===== config.mk =====
export PLATFORM = sky130hd
export DESIGN_NAME = tcam_rule_programmer
export DESIGN_NICKNAME = d
export VERILOG_FILES = /design/src/rtl/tcam_prog_pkg.sv /design/src/rtl/tcam_row_match.sv /design/src/rtl/tcam_rule_programmer.sv
export SDC_FILE = /design/constraint.sdc
export NUM_CORES = 1
export LEC_CHECK = 0
export ABC_AREA = 1
export CAP_MARGIN = 10
export CORE_MARGIN = 2
export CORE_UTILIZATION = 45
export CTS_CLUSTER_SIZE = 12
export DETAILED_ROUTE_END_ITERATION = 8
export GPL_TIMING_DRIVEN = 0
export HOLD_SLACK_MARGIN = 0.08
export MAX_ROUTING_LAYER = met4
export SLEW_MARGIN = 20
export SYNTH_ARGS = -nofsm -noshare
export SYNTH_HDL_FRONTEND = slang
export SYNTH_SLANG_ARGS = --single-unit
export TNS_END_PERCENT = 20

===== constraint.sdc =====
create_clock -name in_clk -period 6.3 [get_ports in_clk]
set_input_delay 0.63 -clock in_clk [delete_from_list [all_inputs] [get_ports in_clk]]
set_output_delay 0.63 -clock in_clk [all_outputs]
set_load 0.005 [all_outputs]

===== src/rtl/tcam_prog_pkg.sv =====
// -----------------------------------------------------------------------------
// tcam_prog_pkg
// Shared types and constants for the TCAM rule programmer.
//   KEY_W  : full search key width (N_BLK * SUB_W)
//   SUB_W  : subkey width per block; each block has 2**SUB_W rows
//   N_BLK  : number of TCAM blocks
//   DATA_W : memory write data width (DATA_W/8 byte lanes)
//   N_SLOT : rules buffered per group (one byte lane, one bit per rule)
// -----------------------------------------------------------------------------
package tcam_prog_pkg;

   localparam int KEY_W  = 28;
   localparam int SUB_W  = 7;
   localparam int N_BLK  = 4;
   localparam int DATA_W = 32;
   localparam int N_SLOT = 8;

   localparam int N_LANE = DATA_W / 8;
   localparam int LANE_W = 2;
   localparam int BLK_W  = 2;
   localparam int SLOT_W = 3;
   localparam int GRP_W  = 3;

   typedef struct packed {
      logic [KEY_W-1:0] key;
      logic [KEY_W-1:0] care;
      logic             en;
   } rule_t;

   typedef enum logic [1:0] {
      IDLE  = 2'd0,
      SWEEP = 2'd1,
      DONE  = 2'd2
   } state_e;

   // Row address inside the memory: {block, group-half, row}. The low two
   // group bits select the byte lane, so only the top group bit lands here.
   function automatic logic [KEY_W-1:0] pack_addr(input logic [BLK_W-1:0] blk,
                                                  input logic [GRP_W-1:0] grp,
                                                  input logic [SUB_W-1:0] row);
      pack_addr = {{(KEY_W-BLK_W-1-SUB_W){1'b0}}, blk, grp[GRP_W-1], row};
   endfunction

endpackage


===== src/rtl/tcam_row_match.sv =====
// -----------------------------------------------------------------------------
// tcam_row_match
// Combinational compare of one (block, row) against all buffered rules.
// Bit i of the result is set when rule i is enabled and the row value equals
// the rule's subkey for this block on every cared bit.
//   in_rules  : buffered rules, one per slot
//   in_blk    : block index selecting the subkey slice of each rule
//   in_row    : row index (the subkey value this memory row represents)
//   out_match : one match bit per slot, becomes the lane byte
// -----------------------------------------------------------------------------
module tcam_row_match
   import tcam_prog_pkg::*;
(
   input  rule_t [N_SLOT-1:0] in_rules,
   input  logic  [BLK_W-1:0]  in_blk,
   input  logic  [SUB_W-1:0]  in_row,
   output logic  [N_SLOT-1:0] out_match
);

   always_comb begin
      out_match = '0;
      for (int i = 0; i < N_SLOT; i++) begin
         out_match[i] = in_rules[i].en &&
            (((in_row ^ in_rules[i].key[SUB_W*in_blk +: SUB_W]) &
              in_rules[i].care[SUB_W*in_blk +: SUB_W]) == '0);
      end
   end

endmodule


===== src/rtl/tcam_rule_programmer.sv =====
// -----------------------------------------------------------------------------
// tcam_rule_programmer
// Host-side write engine for the SRAM-based TCAM. Rules (key + care mask +
// enable) are loaded into an 8-slot buffer; a commit for group g then sweeps
// every block and row, issuing one byte-masked write per row that carries the
// 8 match bits of the group's rules in byte lane g[1:0].
//   in_clk / in_rst          : clock, synchronous active-high reset
//   in_ld_*  / out_ld_ready  : rule load into buffer slot in_ld_slot
//   in_cmt_* / out_cmt_ready : start a sweep for rule group in_cmt_group
//   in_mem_gnt               : memory port granted this cycle
//   out_csb/web/wmask/addr/wdata : memory write port (active-low strobes)
//   out_busy / out_done      : sweep in progress / completion pulse
// -----------------------------------------------------------------------------
module tcam_rule_programmer
   import tcam_prog_pkg::*;
(
   input  logic              in_clk,
   input  logic              in_rst,
   input  logic              in_ld_valid,
   output logic              out_ld_ready,
   input  logic [SLOT_W-1:0] in_ld_slot,
   input  logic [KEY_W-1:0]  in_ld_key,
   input  logic [KEY_W-1:0]  in_ld_care,
   input  logic              in_ld_en,
   input  logic              in_cmt_valid,
   output logic              out_cmt_ready,
   input  logic [GRP_W-1:0]  in_cmt_group,
   input  logic              in_mem_gnt,
   output logic              out_csb,
   output logic              out_web,
   output logic [N_LANE-1:0] out_wmask,
   output logic [KEY_W-1:0]  out_addr,
   output logic [DATA_W-1:0] out_wdata,
   output logic              out_busy,
   output logic              out_done
);

   state_e             r_state;
   state_e             w_state_nxt;
   logic [KEY_W-1:0]   r_key  [N_SLOT];
   logic [KEY_W-1:0]   r_care [N_SLOT];
   logic [N_SLOT-1:0]  r_en;
   logic [GRP_W-1:0]   r_grp;
   logic [BLK_W-1:0]   r_blk;
   logic [SUB_W-1:0]   r_row;

   rule_t [N_SLOT-1:0] w_rules;
   logic [N_SLOT-1:0]  w_match;
   logic               w_idle;
   logic               w_ld;
   logic               w_cmt;
   logic               w_wr;
   logic               w_last;

   assign w_idle = (r_state == IDLE);
   assign w_ld   = in_ld_valid  && w_idle;
   assign w_cmt  = in_cmt_valid && w_idle;
   assign w_wr   = (r_state == SWEEP) && in_mem_gnt;
   assign w_last = (r_blk == BLK_W'(N_BLK-1)) && (r_row == '1);

   // Key/care storage carries no reset: a slot is only meaningful once its
   // enable bit is set, and the enable bits are cleared by reset.
   always_ff @(posedge in_clk) begin
      if (w_ld) begin
         r_key[in_ld_slot]  <= in_ld_key;
         r_care[in_ld_slot] <= in_ld_care;
      end
   end

   always_ff @(posedge in_clk) begin
      if (in_rst) begin
         r_state <= IDLE;
         r_en    <= '0;
         r_grp   <= '0;
         r_blk   <= '0;
         r_row   <= '0;
      end else begin
         r_state <= w_state_nxt;
         if (w_ld) begin
            r_en[in_ld_slot] <= in_ld_en;
         end
         if (w_cmt) begin
            r_grp <= in_cmt_group;
            r_blk <= '0;
            r_row <= '0;
         end else if (w_wr) begin
            // Row wraps naturally at 2**SUB_W; the block steps on that wrap.
            r_row <= r_row + 1'b1;
            if (r_row == '1) begin
               r_blk <= r_blk + 1'b1;
            end
         end
      end
   end

   always_comb begin
      w_rules = '0;
      for (int i = 0; i < N_SLOT; i++) begin
         w_rules[i].key  = r_key[i];
         w_rules[i].care = r_care[i];
         w_rules[i].en   = r_en[i];
      end
   end

   tcam_row_match u_row_match (
      .in_rules  (w_rules),
      .in_blk    (r_blk),
      .in_row    (r_row),
      .out_match (w_match)
   );

   always_comb begin
      w_state_nxt   = r_state;
      out_ld_ready  = w_idle;
      out_cmt_ready = w_idle;
      out_busy      = !w_idle;
      out_done      = 1'b0;
      out_csb       = 1'b1;
      out_web       = 1'b1;
      out_wmask     = '0;
      out_addr      = '0;
      out_wdata     = '0;

      // The write strobe follows the grant in the same cycle; address and
      // data come straight from the registered counters and buffer.
      if (w_wr) begin
         out_csb   = 1'b0;
         out_web   = 1'b0;
         out_wmask = N_LANE'(1) << r_grp[LANE_W-1:0];
         out_addr  = pack_addr(r_blk, r_grp, r_row);
         out_wdata = {{(DATA_W-N_SLOT){1'b0}}, w_match} << {r_grp[LANE_W-1:0], 3'b000};
      end

      case (r_state)
         IDLE: begin
            if (in_cmt_valid) begin
               w_state_nxt = SWEEP;
            end
         end
         SWEEP: begin
            if (w_wr && w_last) begin
               w_state_nxt = DONE;
            end
         end
         DONE: begin
            out_done    = 1'b1;
            w_state_nxt = IDLE;
         end
         default: begin
            w_state_nxt = IDLE;
         end
      endcase
   end

endmodule


* After elaboration in Yosys (flattened, before gate mapping)
Memory sizes are Yosys's and may differ from the RTL's.
Index checks and enable logic that the tools add are counted.
** Word-level totals
- Memories :: 2
- Input port bits :: 68
- Register bits :: 22
- RAM bits :: 448
- Word-level logic and storage cells :: 92
** Operators by class
- Add/subtract/negate cells :: 2
- Equal/unequal tests :: 6
- Multiplexer cells :: 13
- Shift operators :: 18
- $lt $le $gt $ge :: 2
- Bitwise operators :: 16
- Multipliers :: 1
- Reductions and logical operators :: 27
** Memory list
- r_care :: words 8, width 28, read ports 8, clocked after Yosys merged registers in 0, wr ports 1, RTL line tcam_rule_programmer.sv:41 : logic [KEY_W-1:0] r_care [N_SLOT];
- r_key :: words 8, width 28, read ports 8, clocked after Yosys merged registers in 0, wr ports 1, RTL line tcam_rule_programmer.sv:40 : logic [KEY_W-1:0] r_key [N_SLOT];
** Operator list (number)
- 28-bit by 6-bit indexed part select with 7-bit output :: 16
- 7-bit AND :: 8
- 7-bit zero test :: 8
- 7-bit XOR :: 8
- 32-bit two-way mux :: 1
- 8-bit by 5-bit << shifter with 32-bit output :: 1
- 1-bit logical AND :: 14
- 10-bit two-way mux :: 1
- 8-bit bitwise mux :: 1
- 7-bit by 1-bit adder with 7-bit output, second input constant :: 1
- 7-bit equality test, second input constant :: 1
- 3-bit by 2-bit multiplier with 5-bit output, first input constant :: 1
- 1-bit two-way mux :: 5
- 2-bit equality test, second input constant :: 2
- 3-bit by 4-bit less-than comparator with 1-bit output, second input constant :: 1
- 2-bit two-way mux :: 2
- 4-bit two-way mux :: 1
- 2-bit one-hot mux with 2 select lines :: 1
- 2-bit AND reduction :: 2
- 1-bit by 2-bit << shifter with 4-bit output, first input constant :: 1
- 1-bit demux with 3-bit select :: 1
- 3-bit by 1-bit >= comparator with 1-bit output, second input constant :: 1
- 2-bit by 1-bit adder with 2-bit output, second input constant :: 1
- 2-bit by 1-bit equality test with 1-bit output, second input constant :: 1
- other kinds (5) :: 5

* Depth between registers and ports, before layout
- Depth after elaboration :: 8
- Mapped depth :: 13
- Mapped depth without buffers :: 11

* Modules after synthesis
From an unflattened synthesis, not the netlist that was laid out.
** Unflattened totals
- Cell total of the unflattened synthesis :: 1885
- Area total of the unflattened synthesis :: 19845.3 µm²
** Modules (own cells, without submodules)
- tcam_rule_programmer :: cells an instance 677, seq. area each 13893.3 µm², area each 14905.5 µm², times used 1
- tcam_row_match :: cells an instance 1208, seq. area each 0.0 µm², area each 4939.7 µm², times used 1

* Worst setup path after synthesis
OpenSTA, ideal clock, no wires.
- Kind :: in2reg
- Start :: input port in_ld_slot[1]
- End :: register r_en[4]
- Arrival :: 5150 ps
- Required time :: 6213 ps
- Stages on the path :: 5
- Setup slack :: 1063 ps
- Path buffers :: 0
- Cells stage by stage :: inv_1 -> nand2_1 -> nor3_1 -> o21ai_0 -> a21oi_1
** On the way
- Word-level cells in the longest chain between the ends :: 5
** Ends and longest elaborated chain
- from (decl) :: RTL line tcam_rule_programmer.sv:21 : input logic [SLOT_W-1:0] in_ld_slot,
- 3-bit by 4-bit less-than comparator with 1-bit output (implied by the code) / 3-bit by 1-bit >= comparator with 1-bit output (equally long branches) :: RTL line tcam_rule_programmer.sv:80 : r_en[in_ld_slot] <= in_ld_en;
- 1-bit logical AND (implied by the code) :: RTL line tcam_rule_programmer.sv:80
- 1-bit two-way mux (implied by the code) :: RTL line tcam_rule_programmer.sv:80
- 1-bit demux with 3-bit select (*) :: RTL line tcam_rule_programmer.sv:80
- 8-bit bitwise mux (*) :: RTL line tcam_rule_programmer.sv:80
- to (signal, indexed assignment) :: RTL line tcam_rule_programmer.sv:80
- to (decl) :: RTL line tcam_rule_programmer.sv:42 : logic [N_SLOT-1:0] r_en;
Every way passes the cells marked *; elsewhere a longest branch is shown, timed or not.
A chain may end at the register's enable or synchronous reset.

* Worst setup path after layout
- Start :: register r_blk[1]
- End :: output port out_wdata[4]
** On the way
- Word-level cells in the longest chain between the ends :: 8
** Ends and longest elaborated chain
- from (decl) :: RTL line tcam_rule_programmer.sv:44 : logic [BLK_W-1:0] r_blk;
- from (signal assigned) :: RTL line tcam_rule_programmer.sv:90 : r_blk <= r_blk + 1'b1;
- 3-bit by 2-bit multiplier with 5-bit output (*) :: RTL line tcam_row_match.sv:24, tcam_row_match.sv:25
- 28-bit by 6-bit indexed part select with 7-bit output :: RTL line tcam_row_match.sv:24 : (((in_row ^ in_rules[i].key[SUB_W*in_blk +: SUB_W]) &
- 7-bit XOR :: RTL line tcam_row_match.sv:24
- 7-bit AND (*) :: RTL line tcam_row_match.sv:24
- 7-bit zero test (*) :: RTL line tcam_row_match.sv:24
- 1-bit logical AND (*) :: RTL line tcam_row_match.sv:23 : out_match[i] = in_rules[i].en &&
- 8-bit by 5-bit << shifter with 32-bit output (*) :: RTL line tcam_rule_programmer.sv:131 : out_wdata = {{(DATA_W-N_SLOT){1'b0}}, w_match} << {r_grp[LANE_W-1:0], 3'b000};
- 32-bit two-way mux (*) :: RTL line tcam_rule_programmer.sv:126 : if (w_wr) begin
- to (decl) :: RTL line tcam_rule_programmer.sv:33 : output logic [DATA_W-1:0] out_wdata,
Marks and branches as above.

==> flow_summary.json <==
{
  "setup_viol": 0,
  "grt_overflow": 0,
  "num_rows": 77,
  "postPlaceCellArea_sq_um": 22400,
  "drive_gt1_share_pct": 7.80,
  "path_class": "reg2out",
  "gp_congestion": 0.924,
  "yosysSeqAreaShare_pct": 69.0,
  "first_global_vias": 13500,
  "synth_top_area_share_pct": 66.8,
  "post_cts_resized": 0,
  "clock_latency_ps": 570,
  "ioPinCount": 138,
  "syn_inst": 1927,
  "num_vias": 14200,
  "post_cts_buffers": 0,
  "antenna_found_initial": 0,
  "cts-htree-levels": 2,
  "ys_warn_count": 0,
  "grt_pass1_wl_um": 85300,
  "worst-endpoint-required_ps": 5670,
  "yosysMostFrequentCell": "nand2_1",
  "fin_crit_sh_pct": 67.2,
  "drc_errors": 0,
  "yosysTopAreaCell": "edfxtp_1",
  "synthDistinctLibCells": 28,
  "dr.pass1.iters": 7,
  "clock-sinks": 470,
  "core_sq_um": 44200,
  "r2r_slack_ps": 3620,
  "start_kind": "register",
  "finalClockSkew_ps": 15.7,
  "fin_area_sq_um": 23800,
  "power.density_nw_per_um2": 269,
  "worstMarginPinSlew_ps": 922,
  "worst_ir_drop_vdd_v": 0.000203,
  "layout.nets": 2206,
  "die_area_sq_um": 46400,
  "ant_nets": 0,
  "syn2layout_area_growth_pct": 18.5,
  "initial_core_util_pct": 45.5,
  "cp-startpoint": "r_blk[1]$_SDFFE_PP0P_",
  "ys.flop_type": "edfxtp_1",
  "drv_slew": 0,
  "synth_edf_count": 448,
  "finalHoldViolCount": 0,
  "ys_ff_latch": 470,
  "die_h_um": 215,
  "port_buffers": 119,
  "syn_area_sq_um": 20100,
  "synthArstFlopShare_pct": 0,
  "leakage_nw": 9.51,
  "avgSynthCellArea_sq_um": 10.4,
  "critPathMaxFanout": 10,
  "slew_headroom_pct": 38.6,
  "tns_ps": 0,
  "postCtsHoldBufs": 0,
  "drt_iter0_markers": 1527,
  "grt_max_degree": 47,
  "numCtsBuffers": 49,
  "cts_tree": "yes",
  "fin_ws_ps": 2070,
  "end_kind": "output pin",
  "grt_use_total_pct": 25.7,
  "grt_setup_unrepaired": "no",
  "rr_startpoint": "r_state[1]$_SDFFE_PP0P_",
  "wirelength_um": 57700,
  "min_path_type": "reg2reg",
  "post_drt_wl_per_cell_um": 20.9,
  "status": "complete, no violations",
  "cp.arrival_ps": 3600,
  "antenna_cells": 0,
  "timing.fmax_mhz": 236,
  "synth.area.top_cells": "edfxtp_1 67%, nand2_1 11%, nand3_1 5.5%",
  "period_needed_ps": 4230,
  "vias_per_cell": 5.16,
  "place_ws_ps": 2690,
  "die_w_um": 215,
  "clk_pin_slew_ps": 60,
  "maxCapViolCount": 0,
  "cts-root-buf": "clkbuf_16",
  "hp-start": "r_grp[2]$_SDFFE_PP0P_",
  "cts.path.max_buffers": 3,
  "synthTopCellsByCount": "566 x nand2_1, 448 x edfxtp_1, 223 x inv_1",
  "hpwlAfterDp_um": 41700
}
## critical path: stages, from the launching register on
cell             delay (ps)
dfxtp_1                 350
inv_2                   170
buf_2                   310
buf_1                   630
nand2_1                 130
o21ai_0                 210
nand3_1                 300
nand2_1                 200
nor2_1                   50
nand2_1                 130
nor2_1                   50
clkdlybuf4s50_1         460
## worst paths after layout
path / endpoint / cells after the start
min: r_grp[2]$_SDFFE_PP0P_ / 2
max reg2reg: r_key[5][1]$_DFFE_PP_ / 7
max: out_wdata[4] / 11
min reg2reg: r_grp[2]$_SDFFE_PP0P_ / 2
## stage by stage
stage	cells	hold slack, ps	util (%)	total power (W)
2_1_floorplan	1944	443	-	0.00365
3_3_place_gp	2655	459	50.0	0.00379
3_5_place_dp	2677	470	50.7	0.00380
4_1_cts	2760	481	53.9	0.00644
5_1_grt	2760	528	53.9	0.00658
6_report	2760	480	53.9	0.00641
## area by class of cell
cell class | count | area [sq um]
fillers | 3814 | 20400
flip-flops and latches | 470 | 13900
multi-input cells | 1139 | 4830
repair buffers | 141 | 1450
clock buffers | 68 | 1320
inverters | 229 | 877
well taps | 592 | 741
plain buffers | 106 | 618
clock inverters | 15 | 116
## sequential cells by signal, indices dropped and copies added, names as in the netlist
register,flops
r_care,224
r_key,224
r_en,8
r_row,7
r_grp,3
r_blk,2
r_state,2
## where the power goes
part	switching, W	total [W]	internal, W	leakage, nW
logic	0.000155	0.000239	0.0000846	4.59
registers	0.0000135	0.00350	0.00348	4.23
clock network	0.00115	0.00268	0.00153	0.693
total	0.00132	0.00641	0.00509	9.51
## cell usage in the layout, fill, tap and decap left out
cell | Yosys | routed
nor2_1 | 169 | 169
nor3_2 | 0 | 2
nor3b_1 | 1 | 1
clkbuf_16 | 0 | 49
buf_12 | 0 | 5
buf_1 | 8 | 8
nor3_1 | 8 | 6
edfxtp_1 | 448 | 448
a31oi_1 | 1 | 1
buf_4 | 22 | 34
buf_2 | 44 | 44
clkbuf_8 | 0 | 2
inv_4 | 1 | 7
o21ai_0 | 102 | 102
clkinv_1 | 3 | 12
a211oi_1 | 3 | 3
buf_6 | 11 | 15
clkbuf_1 | 21 | 38
a21oi_1 | 14 | 14
dfxtp_1 | 22 | 22
clkinv_2 | 0 | 3
buf_16 | 0 | 1
inv_1 | 223 | 217
nor4_1 | 2 | 2
clkinvlp_4 | 0 | 1
o211ai_1 | 9 | 9
nand2_1 | 566 | 566
o21ai_1 | 18 | 18
or2_2 | 2 | 2
o22ai_1 | 1 | 1
xor2_1 | 1 | 1
clkdlybuf4s50_1 | 0 | 119
nand3_1 | 222 | 222
inv_2 | 2 | 2
bufinv_16 | 0 | 2
ha_1 | 2 | 2
conb_1 | 1 | 18
## layer usage
metal	up-vias	part of all wire (%)	track usage, %
met4	0	2.8	7.75
li1	6766	-	-
met2	570	48	41.6
met3	95	7.3	3.07
met5	-	0	-
met1	6807	42	34.2
## logic make-up (layout without fill, tap and decap cells)
family                   after synthesis  in the layout  share of synthesized area [%]
AND/OR/NAND/NOR                      970            970                           19.6
flip-flops                           470            470                           69.0
buffers and inverters                335            559                           7.35
AO/OA/AOI/OAI                        148            148                           3.84
adder cells (fa/ha/maj)                2              2                          0.124
other                                  1             18                         0.0186
XOR/XNOR                               1              1                         0.0435
No activity file was read; power rests on OpenSTA's default activity.
